## config.mk

```make
export PLATFORM = sky130hd
export DESIGN_NAME = param_shift_rotate_unit
export DESIGN_NICKNAME = d
export VERILOG_FILES = /design/src/rtl/param_shift_rotate_unit.sv
export SDC_FILE = /design/constraint.sdc
export NUM_CORES = 1
export LEC_CHECK = 0
export ABC_AREA = 1
export BUFFER_PORTS_ARGS = -buffer_cell sky130_fd_sc_hd__buf_2
export CAP_MARGIN = 20
export CORE_MARGIN = 4
export CORE_UTILIZATION = 30
export CTS_CLUSTER_DIAMETER = 200
export DETAILED_ROUTE_END_ITERATION = 7
export PLACE_DENSITY = 0.57
export SLEW_MARGIN = 10
export SYNTH_ARGS = -nofsm -noshare
export SYNTH_HDL_FRONTEND = slang
export SYNTH_SLANG_ARGS = --single-unit
```

## constraint.sdc

```tcl
create_clock -name clk -period 1.5 [get_ports clk]
set_clock_uncertainty 0.15 [all_clocks]
set_input_delay 0.15 -clock clk [delete_from_list [all_inputs] [get_ports clk]]
set_output_delay 0.15 -clock clk [all_outputs]
set_load 0.05 [all_outputs]
```

## src/rtl/param_shift_rotate_unit.sv

```systemverilog
// Universal shift/rotate register with a start/busy/done handshake.
// The unit executes a multi-bit shift amount serially, one bit position per clock.
// Every output is either a register or a decode of the state register.
module param_shift_rotate_unit #(
  parameter  int unsigned WIDTH = 8,
  localparam int unsigned AMT_W = $clog2(WIDTH + 1)
) (
  input  logic             clk,
  input  logic             resetn,
  input  logic [WIDTH-1:0] data_in,
  input  logic             load,
  input  logic             start,
  input  logic [2:0]       op,
  input  logic [AMT_W-1:0] amount,
  input  logic             serial_in,
  output logic [WIDTH-1:0] q,
  output logic             busy,
  output logic             done,
  output logic             last_out
);

  localparam logic [1:0] StIdle  = 2'd0;
  localparam logic [1:0] StShift = 2'd1;
  localparam logic [1:0] StDone  = 2'd2;

  logic [1:0]       state_q, state_d;
  logic [WIDTH-1:0] q_q, q_d;
  logic             last_q, last_d;
  logic [AMT_W-1:0] count_q, count_d;
  logic [2:0]       op_q, op_d;

  logic [WIDTH-1:0] step_val;
  logic             step_last;
  logic [AMT_W-1:0] amt_clamped;

  // Amounts above WIDTH are clamped to WIDTH.
  assign amt_clamped = (amount > AMT_W'(WIDTH)) ? AMT_W'(WIDTH) : amount;

  // Compute the result of one single-bit step of the latched operation.
  always_comb begin
    step_val  = q_q;
    step_last = last_q;
    case (op_q)
      3'b000: begin  // ROL
        step_val  = {q_q[WIDTH-2:0], q_q[WIDTH-1]};
        step_last = q_q[WIDTH-1];
      end
      3'b001: begin  // ROR
        step_val  = {q_q[0], q_q[WIDTH-1:1]};
        step_last = q_q[0];
      end
      3'b010: begin  // LSL
        step_val  = {q_q[WIDTH-2:0], 1'b0};
        step_last = q_q[WIDTH-1];
      end
      3'b011: begin  // LSR
        step_val  = {1'b0, q_q[WIDTH-1:1]};
        step_last = q_q[0];
      end
      3'b100: begin  // ASR
        step_val  = {q_q[WIDTH-1], q_q[WIDTH-1:1]};
        step_last = q_q[0];
      end
      3'b101: begin  // SSL
        step_val  = {q_q[WIDTH-2:0], serial_in};
        step_last = q_q[WIDTH-1];
      end
      3'b110: begin  // SSR
        step_val  = {serial_in, q_q[WIDTH-1:1]};
        step_last = q_q[0];
      end
      default: begin  // HOLD: data untouched, but it still counts through the steps
        step_val  = q_q;
        step_last = last_q;
      end
    endcase
  end

  // Next-state logic for the IDLE/SHIFT/DONE sequencer and the datapath.
  always_comb begin
    state_d = state_q;
    q_d     = q_q;
    last_d  = last_q;
    count_d = count_q;
    op_d    = op_q;
    case (state_q)
      StIdle: begin
        if (load) begin
          q_d = data_in;
        end else if (start) begin
          op_d    = op;
          count_d = amt_clamped;
          state_d = (amt_clamped == '0) ? StDone : StShift;
        end
      end
      StShift: begin
        q_d     = step_val;
        last_d  = step_last;
        count_d = count_q - AMT_W'(1);
        if (count_q == AMT_W'(1)) state_d = StDone;
      end
      StDone: begin
        state_d = StIdle;
      end
      default: begin
        state_d = StIdle;
      end
    endcase
  end

  // State registers with synchronous active-low reset that aborts any operation.
  always_ff @(posedge clk) begin
    if (!resetn) begin
      state_q <= StIdle;
      q_q     <= '0;
      last_q  <= 1'b0;
      count_q <= '0;
      op_q    <= 3'b000;
    end else begin
      state_q <= state_d;
      q_q     <= q_d;
      last_q  <= last_d;
      count_q <= count_d;
      op_q    <= op_d;
    end
  end

  assign q        = q_q;
  assign last_out = last_q;
  assign busy     = (state_q != StIdle);
  assign done     = (state_q == StDone);

endmodule

```

**Word-level counts from Yosys, hierarchy flattened**

Index checks and enable logic that the tools add are counted.

- Add/subtract/negate cells: 1
- Order comparisons: 1
- Equal/unequal tests: 16
- Muxes and demuxes: 13
- Bitwise logic cells: 1
- Reductions and logical operators: 14

Operators by type and width:

| operator | number |
|---|---|
| $pmux 8 s7 | 1 |
| $pmux 8 s2 | 1 |
| $mux 4 | 3 |
| $reduce_and 3->1 | 4 |
| $ne 2x2->1 const B | 5 |
| $eq 3x3->1 const B | 3 |
| $mux 2 | 4 |
| $mux 8 | 1 |
| $ne 8x1->1 const B | 1 |
| $pmux 4 s2 | 1 |
| $ne 7x1->1 const B | 1 |
| $eq 3x2->1 const B | 2 |
| $reduce_bool 2->1 | 3 |
| $eq 4x1->1 const B | 1 |
| $gt 4x4->1 const B | 1 |
| $logic_not 4->1 | 1 |
| $pmux 2 s2 | 1 |
| $reduce_and 4->1 | 1 |
| $reduce_or 4->1 | 1 |
| $sub 4x1->4 const B | 1 |
| $eq 3x1->1 const B | 1 |
| $logic_not 3->1 | 1 |
| $reduce_or 3->1 | 1 |
| $eq 2x1->1 const B | 1 |
| 5 further kinds | 5 |

- Register bits: 18
- Input bits: 20
- Logic and storage cells: 52

**Longest topological paths before layout**

Gate-level depths: netlist of run 1.

- Depth after elaboration: 7
- Depth in mapped cells: 9

**Worst setup path after synthesis of run 1**

No wires, ideal clock.

- Path kind: reg-to-output
- Start: reg state_q[1]
- End: out done
- Arrival time: 1.186 ns
- Data required time: 1.200 ns
- Slack: 0.014 ns
- Stages on the path, launching flop included: 3
- Path through: dfxtp_1 -> inv_1 -> nor2_1

- Cells in the longest elaborated chain, start to end: 1

Ends and longest elaborated chain:

| what | line | source |
|---|---|---|
| start: declaration | 26 | `logic [1:0] state_q, state_d;` |
| start signal: assignment | 114 | `state_q <= StIdle;` |
| start signal: assignment | 120 | `state_q <= state_d;` |
| $eq 2x2->1 | 131 | `assign done = (state_q == StDone);` |
| end: declaration | 18 | `output logic done,` |

No other way between the ends.

**Worst setup path after layout of run 1**

- Start: reg state_q[1]
- End: out busy

- Cells in the longest elaborated chain, start to end: 1

Ends and longest elaborated chain:

| what | line | source |
|---|---|---|
| $reduce_bool 2->1 | 130 | `assign busy = (state_q != StIdle);` |
| end: declaration | 17 | `output logic busy,` |

No other way between the ends.

==> qor.yml, run 1 <==
yosys.area_share.simple_pct: 40.5
cp.required_ps: 1200
outcome: "completed"
placement.io_buffers: 30
hp-class: "input pin to register"
path_delay_family: "buffers and inverters"
cts_hold_buf: 0
path_buf_inv: 3
dp_hpwl_mm: 2.24
fp.dieArea_sq_um: 4890
dr.first_iter.drc_count: 53
dieHeight_um: 69.9
grt_pass1_wl_mm: 5.09
synth-seq-cells: 18
timing.hold.ws_ps: 30.9
synth_seq_area_share_pct: 31.3
synth_cell_type_count: 23
period_share_pct: 95.1
place_area_sq_um: 1380
wl_per_cell_um: 10.9
vdd_drop_max_mv: 0.421
synth_compound_area_share_pct: 15.7
ys.warnings.count: 0
h-tree-depth: 1
postRouteAntennaNets: 0
vias_per_cell: 4.65
start_util_pct: 31.2
drc: 0
synth.mux.area_fraction_pct: 0
end_kind: "output pin"
grt_max_degree: 14
clock-sinks: 18
worstSkewPairLatency_ps: 250
p_per_area_nw_per_um2: 986
synthAdderAreaFrac_pct: 2.17
criticalPathCategory: "register to output pin"
rows: 22
antenna_found_initial: 0
first_pass_iters: 4
synth_top_family_by_area: "simple AND/OR/NAND/NOR gates"
drv_cap: 0
cts_buffer_depth: 2
cts_tree: "built"
crit_chain: "nor2_2 > buf_4 > inv_1 > buf_2"
finalSetupViolCount: 0
rsz0062_at_grt: "false"
cp_max_fo: 4
num_antenna_cells: 0
dr_total_vias: 1218
numCtsBuffers: 3
avgSynthCellArea_sq_um: 6.43
core_sq_um: 3690
slew_viol_final: 0
grt_remaining_overflow: 0
clk_pin_slew_ps: 70
final.setup.tns_ps: 0
fmax_mhz: 701
syn_nets: 201
grt_usage_pct: 12.3
worst_slew_pin_slew_ps: 303
die-width_um: 69.9
layout-drive-gt1-share_pct: 25.7
crit_path_start_kind: "register"
syn_area_sq_um: 1150
finalCriticalPeriod_ps: 1430
hold_viol: 0
grt_pass1_vias: 1144
final_area_sq_um: 1430
final_util_pct: 38.7
ios: 31
synth-xor-area-share_pct: 0.761
final_nets: 238
area_delta_synth_final_pct: 23.9
p_leak_nw: 0.678
gp_congestion: 0.832
max_slew_margin_pct: 79.6
cts-root-buf: "clkbuf_8"
max_stage_delay_ps: 400
syn_inst: 179
arrival_ps: 1130
drt_wl_total_mm: 2.86
critPathSlowestCell: "dfxtp_2"
[final cells by class]
| type | count | area (sq um) |
|---|---|---|
| inverters | 23 | 86.3 |
| fillers | 425 | 2260 |
| well taps | 48 | 60.1 |
| flip-flops and latches | 18 | 365 |
| multi-input cells | 135 | 686 |
| clock buffers | 3 | 41.3 |
| repair buffers | 35 | 188 |
[synthesized netlist by cell type]
library cell,number,area share (%)
nor2_1,25,8.2
clkinv_1,1,0.33
buf_2,1,0.43
a21oi_1,21,9.1
buf_4,1,0.65
nor2_2,4,2.2
o21ai_0,9,3.9
a22oi_1,2,1.3
o211ai_1,2,1.3
nand2_1,43,14
nand4_1,8,4.3
xor2_1,1,0.76
ha_1,2,2.2
nand3_4,1,1.5
inv_2,2,0.65
buf_6,1,0.98
nand2_4,2,2.0
nor2_8,1,1.7
inv_1,20,6.5
nand3_1,10,4.3
nand3b_1,1,0.65
nand2_2,3,1.6
dfxtp_1,18,31
[what timing repair did]
item,4_1_cts,5_1_grt
gates resized for setup,1,4
buffers inserted,0,0
setup endpoints to repair,1,9
[power by group]
part | internal (mW) | total [mW] | switching [mW]
clock network | 0.179 | 0.344 | 0.165
logic | 0.158 | 0.480 | 0.322
registers | 0.528 | 0.583 | 0.0556
total | 0.864 | 1.41 | 0.543
[kinds of logic after synthesis]
family,after synthesis
adder cells (fa/ha/maj),2
flip-flops,18
AND/OR/NAND/NOR,98
buffers and inverters,26
XOR/XNOR,1
AO/OA/AOI/OAI,34
[tightest hold or removal path, cell delays in order]
cell and delay, ps:
buf_2 70, o21ai_0 70, a21oi_1 100
[path summary, 6_finish.rpt]
path / from / to / slack, ps / cells after the start
hold / removal: op[2] / op_q[2] / 30 / 3
setup / recovery: state_q[1] / busy / 70 / 4
setup reg to reg: op_q[2] / q[0] / 140 / 6
hold reg to reg: count_q[3] / count_q[3] / 360 / 2
[per-stage QoR]
| step | setup slack (ps) | cells | power (mW) |
|---|---|---|---|
| CTS | 24.6 | 262 | 1.42 |
| finish | 73.1 | 262 | 1.41 |
| global route | 22.6 | 262 | 1.51 |
| floorplan | 14.3 | 179 | 0.948 |
| detailed placement | 44.5 | 259 | 1.07 |
| global placement | 80.6 | 259 | 1.07 |
[state kept, by name, indices dropped and copies added, names as in the netlist]
signal / flops
count_q: 4
last_out: 1
op_q: 3
q: 8
state_q: 2
[cells in the final DEF, fill, tap and decap left out, types with 3 or more instances in the layout]
master     n
nand4_1    8
a21oi_1   21
inv_1     20
dfxtp_2    4
o21ai_0    9
nand3_1   10
buf_4      5
nor2_1    25
nor2_2     4
clkbuf_8   3
nand2_1   43
nand2_4    3
dfxtp_1   14
buf_2     30
[per-layer routing]
layer	global-route usage (%)	up-vias	part of all wire, %
met5	0	-	0
met4	1.28	0	0
met3	3.45	0	4.4
met2	21.2	21	49
met1	15.8	540	46
li1	-	657	-
No activity file was read; power rests on OpenSTA's default activity.
==> run 2: changes to the inputs <==
--- a/config.mk
+++ b/config.mk
@@ -8,11 +8,13 @@
 export ABC_AREA = 1
 export BUFFER_PORTS_ARGS = -buffer_cell sky130_fd_sc_hd__buf_2
 export CAP_MARGIN = 20
+export CELL_PAD_IN_SITES_DETAIL_PLACEMENT = 1
+export CELL_PAD_IN_SITES_GLOBAL_PLACEMENT = 2
 export CORE_MARGIN = 4
-export CORE_UTILIZATION = 30
+export CORE_UTILIZATION = 27
 export CTS_CLUSTER_DIAMETER = 200
 export DETAILED_ROUTE_END_ITERATION = 7
-export PLACE_DENSITY = 0.57
+export PLACE_DENSITY = 0.85
 export SLEW_MARGIN = 10
 export SYNTH_ARGS = -nofsm -noshare
 export SYNTH_HDL_FRONTEND = slang
==> qor.yml, run 2 (synthesized netlist as in run 1, its figures left out) <==
area_delta_synth_final_pct: 28.7  # was 23.9%
rsz0062_at_grt: "false"  # unchanged
wl_per_cell_um: 12.2  # was 10.9 um
worst_slew_pin_slew_ps: 297  # was 303 ps
max_stage_delay_ps: 400  # about the same
outcome: "completed"  # unchanged
gp_congestion: 0.795  # was 0.832
end_kind: "output pin"  # unchanged
period_share_pct: 94.1  # was 95.1%
dp_hpwl_mm: 2.61  # was 2.24 mm
rr_startpoint: "state_q[0]"  # was op_q[2]
core_sq_um: 4060  # was 3690 sq um
cp_max_fo: 4  # unchanged
drt_wl_total_mm: 3.30  # was 2.86 mm
h-tree-depth: 1  # unchanged
drc: 0  # unchanged
reg2reg_slack_ps: 120  # was 140 ps
cts_tree: "built"  # unchanged
timing.hold.ws_ps: 23.7  # was 30.9 ps
critPathSlowestCell: "dfxtp_2"  # unchanged
grt_pass1_vias: 1291  # was 1144
grt_max_degree: 14  # unchanged
arrival_ps: 1110  # was 1130 ps
rows: 23  # was 22
numCtsBuffers: 3  # unchanged
clk_pin_slew_ps: 70  # about the same
cp.required_ps: 1200  # about the same
layout_common_cells: "nand2_1, buf_2, nor2_1"  # unchanged
crit_chain: "nor2_2 > buf_4 > inv_1 > clkbuf_4"  # was nor2_2 > buf_4 > inv_1 > buf_2
slew_viol_final: 0  # unchanged
vdd_drop_max_mv: 0.288  # was 0.421 mV
start_util_pct: 28.4  # was 31.2%
cts_hold_buf: 0  # unchanged
setup.worst_path.end: "busy"  # unchanged
cts-root-buf: "clkbuf_8"  # unchanged
fmax_mhz: 708  # was 701 MHz
grt_pass1_wl_mm: 5.75  # was 5.09 mm
dieHeight_um: 73.3  # was 69.9 um
postRouteAntennaNets: 0  # unchanged
dr.first_iter.drc_count: 45  # was 53
placement.io_buffers: 30  # unchanged
grt_usage_pct: 13.7  # was 12.3%
fp.dieArea_sq_um: 5370  # was 4890 sq um
placedCellCount: 264  # was 259
max_slew_margin_pct: 80.1  # was 79.6%
first_pass_iters: 4  # unchanged
final_nets: 243  # was 238
dr_total_vias: 1263  # was 1218
timing.rr.end: "count_q[3]"  # was q[0]
hold_viol: 0  # unchanged
antenna_found_initial: 0  # unchanged
reg2regPathDepth: 7  # was 6
ios: 31  # unchanged
final.setup.tns_ps: 0  # unchanged
clock-sinks: 18  # unchanged
worstSkewPairLatency_ps: 260  # was 250 ps
finalSetupViolCount: 0  # unchanged
hp-class: "input pin to register"  # unchanged
path_delay_family: "flip-flops"  # was buffers and inverters
num_antenna_cells: 0  # unchanged
cts_buffer_depth: 2  # unchanged
stdcell_count: 270  # was 262
worstSetupPathDepth: 4  # unchanged
path_buf_inv: 3  # unchanged
crit_path_start_kind: "register"  # unchanged
p_leak_nw: 0.707  # was 0.678 nW
die-width_um: 73.3  # was 69.9 um
vias_per_cell: 4.68  # was 4.65
grt_remaining_overflow: 0  # unchanged
mostFrequentLayoutCell: "nand2_1"  # unchanged
finalCriticalPeriod_ps: 1410  # was 1430 ps
criticalPathCategory: "register to output pin"  # unchanged
layout-drive-gt1-share_pct: 27.3  # was 25.7%
drv_cap: 0  # unchanged
largest_reg_flops: 8  # unchanged
p_per_area_nw_per_um2: 1020  # was 986 nW/um^2
cp-startpoint: "state_q[1]"  # unchanged
[run 2: how the worst min path moves through the flow]
| stage | from | end | slack (ps) | cells past startpoint |
|---|---|---|---|---|
| 2_1_floorplan | amount[1] | count_q[1] | 180 | 2 |
| 5_1_grt | op[1] | op_q[1] | 40 | 3 |
| 3_5_place_dp | op[1] | op_q[1] | 290 | 3 |
| 4_1_cts | op[1] | op_q[1] | 20 | 3 |
| 6_report | op[1] | op_q[1] | 20 | 3 |
| 3_3_place_gp | op[1] | op_q[1] | 290 | 3 |
[run 2: tightest hold or removal path, cell delays in order]
cell	delay, ps
buf_2	70
o21ai_0	70
a21oi_1	100
[run 2: stage by stage]
step | utilization (%) | setup slack (ps) | cell area, sq um | total power, mW
2_1_floorplan | - | 14.3 | 1150 | 0.948
3_3_place_gp | 34.5 | 71.2 | 1400 | 1.09
3_5_place_dp | 34.5 | 11.7 | 1400 | 1.09
4_1_cts | 35.9 | 50.2 | 1460 | 1.52
5_1_grt | 36.5 | 5.62 | 1480 | 1.62
6_report | 36.5 | 88.5 | 1480 | 1.50
[run 2: area by class of cell]
| type | instances | area, sq um |
|---|---|---|
| fill | 565 | 2580 |
| multi-input combinational | 135 | 681 |
| sequential | 18 | 364 |
| timing repair buffer | 40 | 230 |
| inverter | 23 | 88.8 |
| tap | 50 | 62.6 |
| clock buffer | 4 | 55.1 |
[run 2: power breakdown]
part	internal [mW]	leakage (nW)	switching (mW)
Clock	0.234	0.0288	0.182
Combinational	0.173	0.528	0.336
Sequential	0.527	0.150	0.0526
Total	0.934	0.707	0.570
[run 2: timing repair]
item / in CTS / in global routing
pin swaps: 0 / 1
endpoints found under the setup margin: 3 / 9
resized for setup: 2 / 5
buffers inserted: 0 / 2
[run 2: metal layers]
layer | wire, um | global-route usage [%] | up-vias
li1 | - | - | 668
met1 | 1530 | 17.5 | 570
met2 | 1610 | 23.6 | 22
met3 | 142 | 2.46 | 3
met4 | 29 | 3.62 | 0
met5 | 0 | 0 | -
